File: config.mk
export PLATFORM = sky130hd
export DESIGN_NAME = mips_cpu_alu_arbiter_flat
export DESIGN_NICKNAME = d
export VERILOG_FILES = /design/src/rtl/mips_cpu_alu_arbiter_if.sv /design/src/rtl/mips_cpu_alu_arbiter.sv /design/src/flat_wrapper.sv
export SDC_FILE = /design/constraint.sdc
export NUM_CORES = 1
export LEC_CHECK = 0
export CAP_MARGIN = 0
export CORE_MARGIN = 2
export CORE_UTILIZATION = 39
export CTS_CLUSTER_SIZE = 14
export DETAILED_ROUTE_END_ITERATION = 10
export PLACE_DENSITY = 0.91
export SLEW_MARGIN = 20
export SYNTH_ARGS = -nofsm -noshare
export SYNTH_HDL_FRONTEND = slang
export SYNTH_SLANG_ARGS = --single-unit
export TNS_END_PERCENT = 1
File: constraint.sdc
create_clock -name clk -period 1.96 [get_ports clk]
set_input_delay 0.392 -clock clk [delete_from_list [all_inputs] [get_ports clk]]
set_output_delay 0.392 -clock clk [all_outputs]
set_load 0.005 [all_outputs]
File: src/rtl/mips_cpu_alu_arbiter_if.sv
// Request, response and ALU-side signals of the shared-ALU arbiter.
// master = requester/ALU side, slave = arbiter.
interface mips_cpu_alu_arbiter_if;
    logic [1:0]  req_valid;
    logic [1:0]  req_ready;
    logic [4:0]  req0_op;
    logic [31:0] req0_a;
    logic [31:0] req0_b;
    logic [4:0]  req0_sa;
    logic [4:0]  req1_op;
    logic [31:0] req1_a;
    logic [31:0] req1_b;
    logic [4:0]  req1_sa;

    logic [1:0]  rsp_valid;
    logic [1:0]  rsp_ready;
    logic [31:0] rsp_result;
    logic        rsp_zero;
    logic        rsp_err;

    logic [4:0]  alu_op;
    logic [31:0] alu_a;
    logic [31:0] alu_b;
    logic [4:0]  alu_sa;
    logic [31:0] alu_result;
    logic        alu_zero;

    modport slave (
        input  req_valid, req0_op, req0_a, req0_b, req0_sa,
               req1_op, req1_a, req1_b, req1_sa, rsp_ready,
               alu_result, alu_zero,
        output req_ready, rsp_valid, rsp_result, rsp_zero, rsp_err,
               alu_op, alu_a, alu_b, alu_sa
    );

    modport master (
        output req_valid, req0_op, req0_a, req0_b, req0_sa,
               req1_op, req1_a, req1_b, req1_sa, rsp_ready,
               alu_result, alu_zero,
        input  req_ready, rsp_valid, rsp_result, rsp_zero, rsp_err,
               alu_op, alu_a, alu_b, alu_sa
    );
endinterface

File: src/rtl/mips_cpu_alu_arbiter.sv
// Two-requester arbiter for one combinational ALU: accept -> EXEC -> RESP, response 2 cycles after accept,
// held until the owner's rsp_ready. Opcode range check built only with MIPS_ALU_ARB_OPCHK_EN.
module mips_cpu_alu_arbiter #(
    parameter bit          RR_EN   = 1'b1,
    parameter int unsigned LAST_OP = 12
) (
    input  logic                        clk,
    input  logic                        reset_n,
    mips_cpu_alu_arbiter_if.slave       bus
);

    typedef enum logic [1:0] {
        IDLE = 2'd0,
        EXEC = 2'd1,
        RESP = 2'd2
    } state_t;

    state_t      state_q, state_d;
    logic        last_grant_q, last_grant_d;
    logic        owner_q, owner_d;
    logic [4:0]  op_q, op_d;
    logic [31:0] a_q, a_d;
    logic [31:0] b_q, b_d;
    logic [4:0]  sa_q, sa_d;
    logic        bad_q, bad_d;
    logic [31:0] result_q, result_d;
    logic        zero_q, zero_d;
    logic        err_q, err_d;

    logic        gnt_vld;
    logic        gnt;
    logic [4:0]  gnt_op;
    logic [31:0] gnt_a;
    logic [31:0] gnt_b;
    logic [4:0]  gnt_sa;
    logic        op_bad;

    // Grant choice; with both valid, round-robin favours whoever did not win last.
    always_comb begin
        gnt_vld = |bus.req_valid;
        gnt     = 1'b0;
        if (bus.req_valid == 2'b11) begin
            gnt = RR_EN ? ~last_grant_q : 1'b0;
        end else begin
            gnt = bus.req_valid[1];
        end
        gnt_op = gnt ? bus.req1_op : bus.req0_op;
        gnt_a  = gnt ? bus.req1_a  : bus.req0_a;
        gnt_b  = gnt ? bus.req1_b  : bus.req0_b;
        gnt_sa = gnt ? bus.req1_sa : bus.req0_sa;
    end

`ifdef MIPS_ALU_ARB_OPCHK_EN
    assign op_bad = (32'(gnt_op) > LAST_OP);
`else
    logic [4:0] unused_last_op;
    assign unused_last_op = 5'(LAST_OP);
    assign op_bad         = 1'b0;
`endif

    always_comb begin
        state_d       = state_q;
        last_grant_d  = last_grant_q;
        owner_d       = owner_q;
        op_d          = op_q;
        a_d           = a_q;
        b_d           = b_q;
        sa_d          = sa_q;
        bad_d         = bad_q;
        result_d      = result_q;
        zero_d        = zero_q;
        err_d         = err_q;
        bus.req_ready = 2'b00;

        unique case (state_q)
            IDLE: begin
                // Ready is withheld while reset is asserted so nothing is accepted then.
                if (gnt_vld && reset_n) begin
                    bus.req_ready = gnt ? 2'b10 : 2'b01;
                    op_d          = gnt_op;
                    a_d           = gnt_a;
                    b_d           = gnt_b;
                    sa_d          = gnt_sa;
                    bad_d         = op_bad;
                    owner_d       = gnt;
                    last_grant_d  = gnt;
                    state_d       = EXEC;
                end
            end
            EXEC: begin
                result_d = bad_q ? 32'd0 : bus.alu_result;
                zero_d   = bad_q ? 1'b1  : bus.alu_zero;
                err_d    = bad_q;
                state_d  = RESP;
            end
            RESP: begin
                if (bus.rsp_ready[owner_q]) begin
                    state_d = IDLE;
                end
            end
            default: state_d = IDLE;
        endcase
    end

    always_ff @(posedge clk or negedge reset_n) begin
        if (!reset_n) begin
            state_q      <= IDLE;
            last_grant_q <= 1'b1;
            owner_q      <= 1'b0;
            op_q         <= '0;
            a_q          <= '0;
            b_q          <= '0;
            sa_q         <= '0;
            bad_q        <= 1'b0;
            result_q     <= '0;
            zero_q       <= 1'b0;
            err_q        <= 1'b0;
        end else begin
            state_q      <= state_d;
            last_grant_q <= last_grant_d;
            owner_q      <= owner_d;
            op_q         <= op_d;
            a_q          <= a_d;
            b_q          <= b_d;
            sa_q         <= sa_d;
            bad_q        <= bad_d;
            result_q     <= result_d;
            zero_q       <= zero_d;
            err_q        <= err_d;
        end
    end

    // ALU is fed only from the operand registers, so it stays quiet between ops.
    assign bus.alu_op     = op_q;
    assign bus.alu_a      = a_q;
    assign bus.alu_b      = b_q;
    assign bus.alu_sa     = sa_q;

    assign bus.rsp_valid  = (state_q == RESP) ? (owner_q ? 2'b10 : 2'b01) : 2'b00;
    assign bus.rsp_result = result_q;
    assign bus.rsp_zero   = zero_q;
    assign bus.rsp_err    = err_q;

endmodule

File: src/flat_wrapper.sv
// flat-port wrapper written by rule: the top's interface ports become plain ports
module mips_cpu_alu_arbiter_flat 
#(
    parameter bit          RR_EN   = 1'b1,
    parameter int unsigned LAST_OP = 12
)
  (clk, reset_n, bus_req_valid, bus_req0_op, bus_req0_a, bus_req0_b, bus_req0_sa, bus_req1_op, bus_req1_a, bus_req1_b, bus_req1_sa, bus_rsp_ready, bus_alu_result, bus_alu_zero, bus_req_ready, bus_rsp_valid, bus_rsp_result, bus_rsp_zero, bus_rsp_err, bus_alu_op, bus_alu_a, bus_alu_b, bus_alu_sa);
  mips_cpu_alu_arbiter_if bus_i ();
  input  logic clk;
  input  logic reset_n;
  input wire logic [$bits(bus_i.req_valid)-1:0] bus_req_valid;
  input wire logic [$bits(bus_i.req0_op)-1:0] bus_req0_op;
  input wire logic [$bits(bus_i.req0_a)-1:0] bus_req0_a;
  input wire logic [$bits(bus_i.req0_b)-1:0] bus_req0_b;
  input wire logic [$bits(bus_i.req0_sa)-1:0] bus_req0_sa;
  input wire logic [$bits(bus_i.req1_op)-1:0] bus_req1_op;
  input wire logic [$bits(bus_i.req1_a)-1:0] bus_req1_a;
  input wire logic [$bits(bus_i.req1_b)-1:0] bus_req1_b;
  input wire logic [$bits(bus_i.req1_sa)-1:0] bus_req1_sa;
  input wire logic [$bits(bus_i.rsp_ready)-1:0] bus_rsp_ready;
  input wire logic [$bits(bus_i.alu_result)-1:0] bus_alu_result;
  input wire logic [$bits(bus_i.alu_zero)-1:0] bus_alu_zero;
  output wire logic [$bits(bus_i.req_ready)-1:0] bus_req_ready;
  output wire logic [$bits(bus_i.rsp_valid)-1:0] bus_rsp_valid;
  output wire logic [$bits(bus_i.rsp_result)-1:0] bus_rsp_result;
  output wire logic [$bits(bus_i.rsp_zero)-1:0] bus_rsp_zero;
  output wire logic [$bits(bus_i.rsp_err)-1:0] bus_rsp_err;
  output wire logic [$bits(bus_i.alu_op)-1:0] bus_alu_op;
  output wire logic [$bits(bus_i.alu_a)-1:0] bus_alu_a;
  output wire logic [$bits(bus_i.alu_b)-1:0] bus_alu_b;
  output wire logic [$bits(bus_i.alu_sa)-1:0] bus_alu_sa;
  assign bus_i.req_valid = bus_req_valid;
  assign bus_i.req0_op = bus_req0_op;
  assign bus_i.req0_a = bus_req0_a;
  assign bus_i.req0_b = bus_req0_b;
  assign bus_i.req0_sa = bus_req0_sa;
  assign bus_i.req1_op = bus_req1_op;
  assign bus_i.req1_a = bus_req1_a;
  assign bus_i.req1_b = bus_req1_b;
  assign bus_i.req1_sa = bus_req1_sa;
  assign bus_i.rsp_ready = bus_rsp_ready;
  assign bus_i.alu_result = bus_alu_result;
  assign bus_i.alu_zero = bus_alu_zero;
  assign bus_req_ready = bus_i.req_ready;
  assign bus_rsp_valid = bus_i.rsp_valid;
  assign bus_rsp_result = bus_i.rsp_result;
  assign bus_rsp_zero = bus_i.rsp_zero;
  assign bus_rsp_err = bus_i.rsp_err;
  assign bus_alu_op = bus_i.alu_op;
  assign bus_alu_a = bus_i.alu_a;
  assign bus_alu_b = bus_i.alu_b;
  assign bus_alu_sa = bus_i.alu_sa;
  mips_cpu_alu_arbiter #(.RR_EN(RR_EN), .LAST_OP(LAST_OP)) u_core (.clk(clk), .reset_n(reset_n), .bus(bus_i));
endmodule
==> results of run 1 <==
[flip-flops by register name, indices dropped and copies added, names as in the netlist]
register	cells
u_core.last_grant_q	1
u_core.bus.alu_op	5
u_core.bus.rsp_zero	1
u_core.state_q	2
u_core.bus.rsp_result	32
u_core.bus.alu_sa	5
u_core.bus.alu_b	32
u_core.bus.alu_a	32
u_core.owner_q	1
[critical path, cell delays in order, from the launching register on]
cell and delay, ps:
sky130_fd_sc_hd__dfrtp_1 410, sky130_fd_sc_hd__buf_4 150, sky130_fd_sc_hd__nand2b_1 180, sky130_fd_sc_hd__nor2_1 110, sky130_fd_sc_hd__clkdlybuf4s50_1 520
[repair_timing]
action,in CTS,in global routing
setup buffers,0,5
endpoints found under the setup margin,4,78
pin swaps,0,2
gates resized for setup,1,5
[cell usage after synthesis]
library cell	count	area, µm²
sky130_fd_sc_hd__dfrtp_1	110	2750
sky130_fd_sc_hd__conb_1	1	3.75
sky130_fd_sc_hd__nand3_1	1	5.00
sky130_fd_sc_hd__nor2_1	2	7.51
sky130_fd_sc_hd__clkbuf_1	13	48.8
sky130_fd_sc_hd__nand2b_1	3	18.8
sky130_fd_sc_hd__nor2b_1	1	6.26
sky130_fd_sc_hd__buf_4	4	30.0
sky130_fd_sc_hd__dfstp_2	1	26.3
sky130_fd_sc_hd__mux2_2	34	383
sky130_fd_sc_hd__a221o_1	74	741
sky130_fd_sc_hd__a21oi_1	1	5.00
sky130_fd_sc_hd__nor3_2	60	601
sky130_fd_sc_hd__nand2_1	75	282
sky130_fd_sc_hd__o21ai_0	1	5.00
sky130_fd_sc_hd__o21ai_1	1	5.00
sky130_fd_sc_hd__nor3_1	14	70.1
sky130_fd_sc_hd__or3b_1	1	8.76
sky130_fd_sc_hd__buf_6	9	101
sky130_fd_sc_hd__inv_1	3	11.3
sky130_fd_sc_hd__buf_2	18	90.1
sky130_fd_sc_hd__nor3b_2	1	12.5
sky130_fd_sc_hd__o21a_1	1	7.51
sky130_fd_sc_hd__buf_1	1	3.75
sky130_fd_sc_hd__and3_1	1	6.26
[worst paths after layout]
| check | startpoint | to | slack (ps) |
|---|---|---|---|
| max in group asynchronous | reset_n | u_core.owner_q$_DFFE_PN0P_ | 540 |
| setup / recovery | u_core.state_q[0]$_DFFE_PN0P_ | bus_rsp_valid[0] | -130 |
| setup reg to reg | u_core.state_q[0]$_DFFE_PN0P_ | u_core.bus.alu_b[24]$_DFFE_PN0P_ | 230 |
| hold reg to reg | u_core.bus.rsp_result[21]$_DFFE_PN0N_ | u_core.bus.rsp_result[21]$_DFFE_PN0N_ | 510 |
| hold / removal | reset_n | u_core.bus.rsp_result[17]$_DFFE_PN0N_ | 180 |
| min in group clk | bus_req_valid[0] | u_core.owner_q$_DFFE_PN0P_ | 450 |
[layout make-up]
cell class / instances / share of cell area (%)
multi-input combinational: 272 / 25.2
timing repair buffer: 317 / 36.7
clock buffer: 9 / 2.60
inverter: 3 / 0.130
tap: 176 / 2.54
sequential: 111 / 32.0
clock inverter: 7 / 0.750
[layout by cell type, fill, tap and decap left out, types with 2 or more instances in the layout]
cell type                         synthesis  routed
sky130_fd_sc_hd__clkdlybuf4s50_1          0     292
sky130_fd_sc_hd__dfrtp_1                110     110
sky130_fd_sc_hd__nand2_1                 75      75
sky130_fd_sc_hd__a221o_1                 74      74
sky130_fd_sc_hd__nor3_2                  60      60
sky130_fd_sc_hd__mux2_2                  34      34
sky130_fd_sc_hd__buf_4                    4      15
sky130_fd_sc_hd__nor3_1                  14      14
sky130_fd_sc_hd__clkbuf_16                0       9
sky130_fd_sc_hd__buf_12                   0       5
sky130_fd_sc_hd__nand2b_1                 3       3
sky130_fd_sc_hd__inv_1                    3       3
sky130_fd_sc_hd__clkinv_4                 0       3
sky130_fd_sc_hd__nor2_1                   2       2
sky130_fd_sc_hd__inv_8                    0       2
sky130_fd_sc_hd__dlymetal6s2s_1           0       2
[cell families after synthesis]
| kind of cell | synth area share [%] |
|---|---|
| multiplexers | 7.32 |
| flip-flops | 53.1 |
| AO/OA/AOI/OAI | 14.6 |
| buffers and inverters | 5.45 |
| AND/OR/NAND/NOR | 19.4 |
| other | 0.0717 |
[power by group]
| part | switching (W) | internal, W |
|---|---|---|
| registers | 0.000709 | 0.00341 |
| logic | 0.00186 | 0.00338 |
| clock network | 0.000900 | 0.000893 |
[per-stage QoR]
step	instances	power, W	setup WS [ps]
floorplan	431	0.00617	442
global placement	874	0.00916	-101
detailed placement	874	0.00937	-171
CTS	890	0.0112	-207
global route	895	0.0118	-216
finish	895	0.0111	-131
[per-layer routing]
layer	up-vias	track usage, %
met4	0	9.19
met3	37	5.56
met1	2401	28.0
met5	-	0
met2	256	40.8
li1	2169	-
==> flow_summary_export.csv, run 1 <==
group,metric,value,unit
outcome,outcome,"complete, but fails checks",
outcome,failed_checks,"setup timing",
power_and_ir_drop,cellPowerDensity,1290,nW/µm²
synth,ys.warnings.count,0,
worst_setup_path,critical_path_peak_fanout,3,
die,die_h,120,µm
placement,dp_hpwl,12.2,mm
clocking,clk_pin_slew_worst_paths,80,ps
drt,metal1_wirelength,6.42,mm
clocking,cts_htree_levels,3,
placement,portBuffers,297,
placement,gp_routability_congestion,0.802,
sta,time_the_worst_path_needs_with_i_o_delays_and_setup,2090,ps
clocking,clock_tree_root_buffer_cell,"sky130_fd_sc_hd__clkbuf_16",
drt,initial_drc_count,398,
sta,finalSetupViolations,1,
sta,final-hold-violation-count,0,
sta,worst_slack,-131,ps
synth,synth_cell_type_count,25,
synth,syn_avg_cell_area,12.1,µm²
worst_hold_path,worst_hold_path_type,"in2async",
worst_setup_path,worstPathRequired,1570,ps
synth,synth_seq_area_share,53.1,%
global_route,largest_net_degree_at_the_start_of_global_routing,75,
sta,timing.slew.headroom,50.1,%
synth,synth_area,5230,µm²
die,core.rowCount,42,
worst_setup_path,critical_path_class,"reg2out",
placement,dpl_cell_area,8340,µm²
die,initial_cell_density_of_the_core,39.7,%
flow_run,max-cap-violations,0,
clocking,cts-root-to-sink-buffers,2,
global_route,grt_remaining_overflow,0,
final_layout,net_count_reported_at_finish,901,
final_layout,antenna_cells,0,
global_route,vias_in_the_first_global_route,5084,
final_layout,stdcell_area,8670,µm²
sta,period_share,107,%
synth,syn-num-nets,618,
sta,grt_setup_unrepaired,"yes",
drt,drcViolationCount,0,
drt,routed_wire_length_per_instance,18.9,µm
worst_setup_path,worst-r2r-cell-count,4,
drt,post_drt_via_cell_ratio,5.43,
sta,fmax,478,MHz
worst_setup_path,cp.arrival,1700,ps
drt,sum_of_met3_wire_segment_lengths_after_detailed_routing,1.38,mm
power_and_ir_drop,power.static_leakage,3.55,nW
synth,synth_cells,431,
final_layout,area_delta_synth_final,65.8,%
sta,slew_viol_final,0,
global_route,number_of_antenna_violations_at_the_first_check_in_global_routing,0,
drt,route.met2.wl,8.54,mm
worst_setup_path,critical_path.startpoint_type,"flip-flop",
clocking,clock_sink_count,111,
final_layout,layout.core_utilization,65.7,%
die,die_width,120,µm
die,io_pins,299,
drt,detail_route_antenna_nets,0,
final_layout,multi_input_comb_area,2190,µm²
global_route,globalRouteTotalUtil,23.4,%
clocking,tritoncts.num_buffers,9,
final_layout,filler_cell_count,957,
clocking,cts-hold-fix-buffers,0,
synth,synth.ff_latch_count,111,
clocking,tritoncts,"built",
sta,worst-slew-pin-transition,748,ps
sta,whs,182,ps
die,floorplan.die_area,14400,µm²
final_layout,final_layout_size_suffix_gt1_share,19.3,%
worst_setup_path,worstSetupEndpointType,"output port",
clocking,clk-insertion-delay-late,350,ps
drt,firstDrtPassIters,5,
drt,detailroute.via_count,4863,
die,fp.coreArea,13200,µm²
sta,finalClockSkew,5.27,ps
global_route,grt_first_pass_wirelength,26.6,mm
power_and_ir_drop,worst_ir_drop_vdd,0.581,mV
sta,totalNegativeSetupSlack,-131,ps
drt,maxUsedRoutingLayer,"met4",
drt,route.final.wire_length,16.9,mm
final_layout,area.sequential,2780,µm²
Note: power is estimated with default switching activity, not from simulation.
==> run 2: changes to the inputs <==
- CORE_UTILIZATION: 39 -> 42
- PLACE_DENSITY: 0.91 -> 0.95
- clock period: 1.96 -> 2.5 ns (I/O delays scaled with it)
==> run 2 against run 1 <==
The flow now finishes without violations. Sequential power down 21%. First-iteration DRC count up 1.3%. Count of clock-buffer cells in the layout up 1. Clock skew up 7.1 ps. Sequential share of layout area up 0.093 points. Worst setup slack better by 270 ps. Flip-flop and latch count unchanged. Critical endpoint is now bus_req_ready[0]. Largest cell class unchanged.
==> flow_summary_export.csv, run 2 (synthesis results as in run 1) <==
group,metric,value,unit
sta,whs,290,ps
sta,grt_setup_unrepaired,"no",
global_route,vias_in_the_first_global_route,4973,
clocking,clock_sink_count,111,
die,fp.coreArea,12100,µm²
sta,totalNegativeSetupSlack,0,ps
placement,gp_routability_congestion,0.839,
final_layout,most_frequent_cells_in_the_layout,"sky130_fd_sc_hd__clkdlybuf4s50_1, sky130_fd_sc_hd__dfrtp_1, sky130_fd_sc_hd__nand2_1",
worst_setup_path,critical_path_class,"in2out",
clocking,clock_tree_root_buffer_cell,"sky130_fd_sc_hd__clkbuf_16",
sta,period_share,94.6,%
drt,metal1_wirelength,6.53,mm
global_route,grt_remaining_overflow,0,
clocking,cts-root-to-sink-buffers,2,
sta,finalSetupViolations,0,
worst_setup_path,worst-r2r-cell-count,4,
drt,sum_of_met3_wire_segment_lengths_after_detailed_routing,1.31,mm
outcome,outcome,"complete, no violations",
sta,fmax,423,MHz
worst_setup_path,critical_path_peak_fanout,4,
worst_setup_path,max_stage_delay,540,ps
global_route,grt_first_pass_wirelength,26.0,mm
final_layout,net_count_reported_at_finish,893,
clocking,ctsResizeCount,0,
final_layout,final_layout_size_suffix_gt1_share,18.3,%
final_layout,area_delta_synth_final,65.3,%
worst_setup_path,startpoint,"bus_req_valid[1]",
global_route,number_of_antenna_violations_at_the_first_check_in_global_routing,0,
worst_setup_path,worstSetupEndpointType,"output port",
power_and_ir_drop,worst_ir_drop_vdd,0.497,mV
drt,route.met2.wl,8.48,mm
drt,detailroute.via_count,4754,
final_layout,mostFrequentLayoutCell,"sky130_fd_sc_hd__clkdlybuf4s50_1",
global_route,globalRouteTotalUtil,24.9,%
power_and_ir_drop,power.static_leakage,3.51,nW
drt,route.final.wire_length,16.9,mm
sta,slew_viol_final,0,
die,initial_cell_density_of_the_core,43.4,%
power_and_ir_drop,cellPowerDensity,1030,nW/µm²
die,floorplan.die_area,13400,µm²
sta,worst-slew-pin-transition,819,ps
clocking,clk_pin_slew_worst_paths,80,ps
worst_setup_path,regToRegEndpoint,"u_core.bus.alu_b[11]$_DFFE_PN0P_",
clocking,cts.repair_timing.setup_buffer_count,0,
worst_hold_path,worst_hold_path_type,"in2async",
final_layout,antenna_cells,0,
drt,initial_drc_count,403,
placement,dp_hpwl,12.3,mm
worst_setup_path,cp_cell_sequence,"clkdlybuf4s50_1 > nand2b_1 > nand3_1 > inv_1 > clkdlybuf4s50_1",
worst_setup_path,worstPathRequired,2000,ps
die,core.rowCount,40,
clocking,cts_htree_levels,3,
global_route,largest_net_degree_at_the_start_of_global_routing,75,
sta,time_the_worst_path_needs_with_i_o_delays_and_setup,2370,ps
drt,detail_route_antenna_nets,0,
worst_setup_path,rr_startpoint,"u_core.state_q[1]$_DFFE_PN0P_",
sta,timing.slew.headroom,45.4,%
worst_setup_path,critPathSlowestCell,"sky130_fd_sc_hd__clkdlybuf4s50_1",
die,die_h,116,µm
clocking,tritoncts,"built",
worst_setup_path,cp.arrival,1870,ps
worst_setup_path,critical_path.startpoint_type,"input port",
clocking,tritoncts.num_buffers,9,
die,die_width,116,µm
placement,portBuffers,297,
final_layout,filler_cell_count,803,
clocking,cts-hold-fix-buffers,0,
sta,final-hold-violation-count,0,
worst_setup_path,cpMostUsedCell,"sky130_fd_sc_hd__clkdlybuf4s50_1",
drt,maxUsedRoutingLayer,"met4",
drt,post_drt_via_cell_ratio,5.41,
clocking,clk-insertion-delay-late,350,ps
drt,drcViolationCount,0,
die,io_pins,299,
worst_setup_path,timing.reg2reg.setup_slack,510,ps
drt,firstDrtPassIters,5,
drt,routed_wire_length_per_instance,19.2,µm
flow_run,max-cap-violations,0,
sta,finalClockSkew,12.4,ps
==> run 2: metrics by stage <==
stage / cells / utilization (%) / setup slack, ps / cell area (µm²) / total power [W]
2_1_floorplan: 431 / - / 854 / 5230 / 0.00484
5_1_grt: 879 / 71.7 / 42.9 / 8650 / 0.00941
3_5_place_dp: 863 / 68.7 / 76.3 / 8280 / 0.00730
6_report: 879 / 71.7 / 134 / 8650 / 0.00895
3_3_place_gp: 863 / 68.7 / 100 / 8280 / 0.00713
4_1_cts: 879 / 71.6 / 7.76 / 8640 / 0.00901
==> run 2: critical path: cells and delay by family <==
family / cells / cell delay (ps)
buffers and inverters: 3 / 1160
and+or+nand+nor: 2 / 210
==> run 2: cell type report <==
cell class              count  area, µm²  area share (%)
inverters                   3       11.3           0.130
clock inverters             6        116            1.35
multi-input cells         272       2200            25.4
clock buffers              10        239            2.76
well taps                 168        210            2.43
flip-flops and latches    111       2780            32.1
repair buffers            309       3100            35.8
==> run 2: per-layer routing <==
| metal | GRT usage (%) | up-vias |
|---|---|---|
| li1 | - | 2147 |
| met1 | 30.2 | 2311 |
| met2 | 42.4 | 253 |
| met3 | 5.23 | 43 |
| met4 | 11.4 | 0 |
| met5 | 0 | - |
==> run 2: how the worst max path moves through the flow <==
stage,depth (start not counted),endpoint
after floorplan,3,bus_req_ready[1]
after CTS,3,bus_req_ready[1]
final,5,bus_req_ready[0]
after global placement,3,bus_req_ready[1]
after detailed placement,3,bus_req_ready[1]
after global routing,4,bus_req_ready[0]
==> run 2: where the power goes <==
part           internal (W)  switching, W
sequential          0.00267      0.000558
combinational       0.00259       0.00145
clock               0.00101      0.000660
total               0.00628       0.00267
==> run 3: changes to the inputs <==
- CORE_AREA: default -> 2 2 116 118
- CORE_MARGIN: 2 -> default
- CORE_UTILIZATION: 42 -> default
- DIE_AREA: default -> 0 0 118 120
- DONT_BUFFER_PORTS: default -> 1
- PLACE_DENSITY: 0.95 -> 0.64
==> run 3 against run 2 <==
The run now ends with hold timing left. Count of clock-buffer cells in the layout is 1 lower. Via count is 25% lower. Largest cell class is now flip-flops and latches. First-iteration DRC count is 51% lower. Flip-flop and latch count stayed put. Critical path type is now reg2out. Global-route usage is 6.0 points lower. Combinational power is 55% lower.
==> flow_summary_export.csv, run 3 (synthesis results as in run 1) <==
group,metric,value,unit
outcome,outcome,"complete, but fails checks",
outcome,failed_checks,"hold timing",
sta,grt_setup_unrepaired,"no",
global_route,globalRouteTotalUtil,18.9,%
clocking,cts.repair_timing.setup_buffer_count,0,
global_route,largest_net_degree_at_the_start_of_global_routing,114,
worst_setup_path,critical_path_class,"reg2out",
global_route,grt_first_pass_wirelength,20.9,mm
drt,firstDrtPassIters,5,
global_route,vias_in_the_first_global_route,3740,
drt,post_drt_via_cell_ratio,6.04,
global_route,gr_layer_usage_met3,5.99,%
sta,slew_viol_final,0,
worst_setup_path,critical_path.startpoint_type,"flip-flop",
worst_setup_path,cp.arrival,1410,ps
power_and_ir_drop,power.static_leakage,2.30,nW
placement,dp_hpwl,9.49,mm
placement,placed_cells_incl_taps,571,
drt,detailroute.via_count,3543,
flow_run,max-cap-violations,0,
final_layout,net_count_reported_at_finish,593,
sta,finalSetupViolations,0,
final_layout,stdcell_count,587,
die,die_h,120,µm
die,io_pins,299,
global_route,grt_remaining_overflow,0,
die,initial_cell_density_of_the_core,40.3,%
worst_hold_path,worst_hold_path_type,"in2async",
global_route,globalRoute.busiestLayer,"met2",
placement,portBuffers,0,
drt,detail_route_antenna_nets,0,
die,core.rowCount,42,
clocking,clk_pin_slew_worst_paths,70,ps
sta,totalNegativeSetupSlack,0,ps
global_route,groute.layer.met1.usage,22.5,%
sta,timing.slew.headroom,66.1,%
final_layout,antenna_cells,0,
sta,final-hold-violation-count,110,
worst_setup_path,worstSetupEndpointType,"output port",
clocking,ctsResizeCount,0,
die,fp.coreArea,13000,µm²
clocking,cts-root-to-sink-buffers,2,
clocking,clk-insertion-delay-late,350,ps
final_layout,final_layout_size_suffix_gt1_share,30.4,%
clocking,clock_tree_root_buffer_cell,"sky130_fd_sc_hd__clkbuf_16",
die,die_width,118,µm
clocking,cts_htree_levels,3,
sta,period_share,76.2,%
global_route,gr-usage-met2,32.1,%
worst_setup_path,startpoint,"u_core.state_q[1]$_DFFE_PN0P_",
drt,initial_drc_count,197,
drt,routed_wire_length_per_instance,23.1,µm
clocking,tritoncts,"built",
final_layout,most_frequent_cells_in_the_layout,"sky130_fd_sc_hd__dfrtp_1, sky130_fd_sc_hd__nand2_1, sky130_fd_sc_hd__a221o_1",
power_and_ir_drop,cellPowerDensity,1200,nW/µm²
worst_setup_path,rr_startpoint,"u_core.state_q[1]$_DFFE_PN0P_",
sta,fmax,525,MHz
drt,route.final.wire_length,13.5,mm
final_layout,area_delta_synth_final,7.22,%
placement,gp_routability_congestion,0.782,
power_and_ir_drop,worst_ir_drop_vdd,0.358,mV
sta,worst-slew-pin-transition,509,ps
final_layout,mostFrequentLayoutCell,"sky130_fd_sc_hd__dfrtp_1",
drt,drcViolationCount,0,
sta,finalClockSkew,9.72,ps
worst_setup_path,worstPathRequired,2000,ps
sta,whs,-156,ps
die,floorplan.die_area,14200,µm²
worst_setup_path,critical_path_peak_fanout,4,
sta,time_the_worst_path_needs_with_i_o_delays_and_setup,1910,ps
clocking,clock_sink_count,111,
clocking,tritoncts.num_buffers,9,
global_route,number_of_antenna_violations_at_the_first_check_in_global_routing,0,
[run 3: cell count changes in the layout (fill, tap and decap cells not counted), sizes merged]
cell / previous run / this run
bufinv: 3 / 1
clkdlybuf4s50: 294 / 0
dlymetal6s2s: 1 / 0
clkbuf: 10 / 9
buf: 14 / 9
inv: 4 / 6
clkinv: 2 / 1
clkinvlp: 0 / 2
[run 3: metrics by stage]
stage          setup WS, ps  area, µm²  utilization (%)  total power, W
2_1_floorplan           854       5230                -         0.00484
3_5_place_dp            671       5310             40.9         0.00532
3_3_place_gp            716       5310             40.9         0.00521
6_report                594       5610             43.2         0.00674
4_1_cts                 544       5610             43.2         0.00683
5_1_grt                 456       5610             43.2         0.00713
[run 3: worst paths after layout]
kind | end | cells after the start | slack (ps)
worst max register to register | u_core.bus.alu_b[8]$_DFFE_PN0P_ | 4 | 720
worst max-delay path | bus_req_ready[0] | 3 | 590
min in group clk | u_core.bus.alu_a[7]$_DFFE_PN0P_ | 1 | 300
max in group asynchronous | u_core.last_grant_q$_DFFE_PN1P_ | 0 | 2390
worst min register to register | u_core.bus.rsp_result[4]$_DFFE_PN0N_ | 1 | 540
worst min-delay path | u_core.bus.alu_b[14]$_DFFE_PN0P_ | 0 | -160
[run 3: critical path, stage by stage, from the launching register on]
cell and delay, ps:
sky130_fd_sc_hd__dfrtp_1 420, sky130_fd_sc_hd__nor3b_2 320, sky130_fd_sc_hd__nand3_1 180, sky130_fd_sc_hd__inv_1 140
[run 3: area by class of cell]
class | instances | area [µm²]
clock inverters | 7 | 78.8
multi-input cells | 272 | 2190
clock buffers | 9 | 225
well taps | 176 | 220
inverters | 3 | 11.3
repair buffers | 9 | 105
flip-flops and latches | 111 | 2780
fillers | 1210 | 7370
[run 3: where the power goes]
part           switching, W  internal (W)  total (W)
clock              0.000688      0.000791    0.00148
sequential         0.000772       0.00267    0.00345
combinational      0.000859      0.000960    0.00182
total               0.00232       0.00443    0.00674
[run 3: per-layer routing]
layer	routed length, µm	share of wire [%]
met1	5220	39
met2	6860	51
met3	1210	9.0
met4	254	1.9
met5	0	0
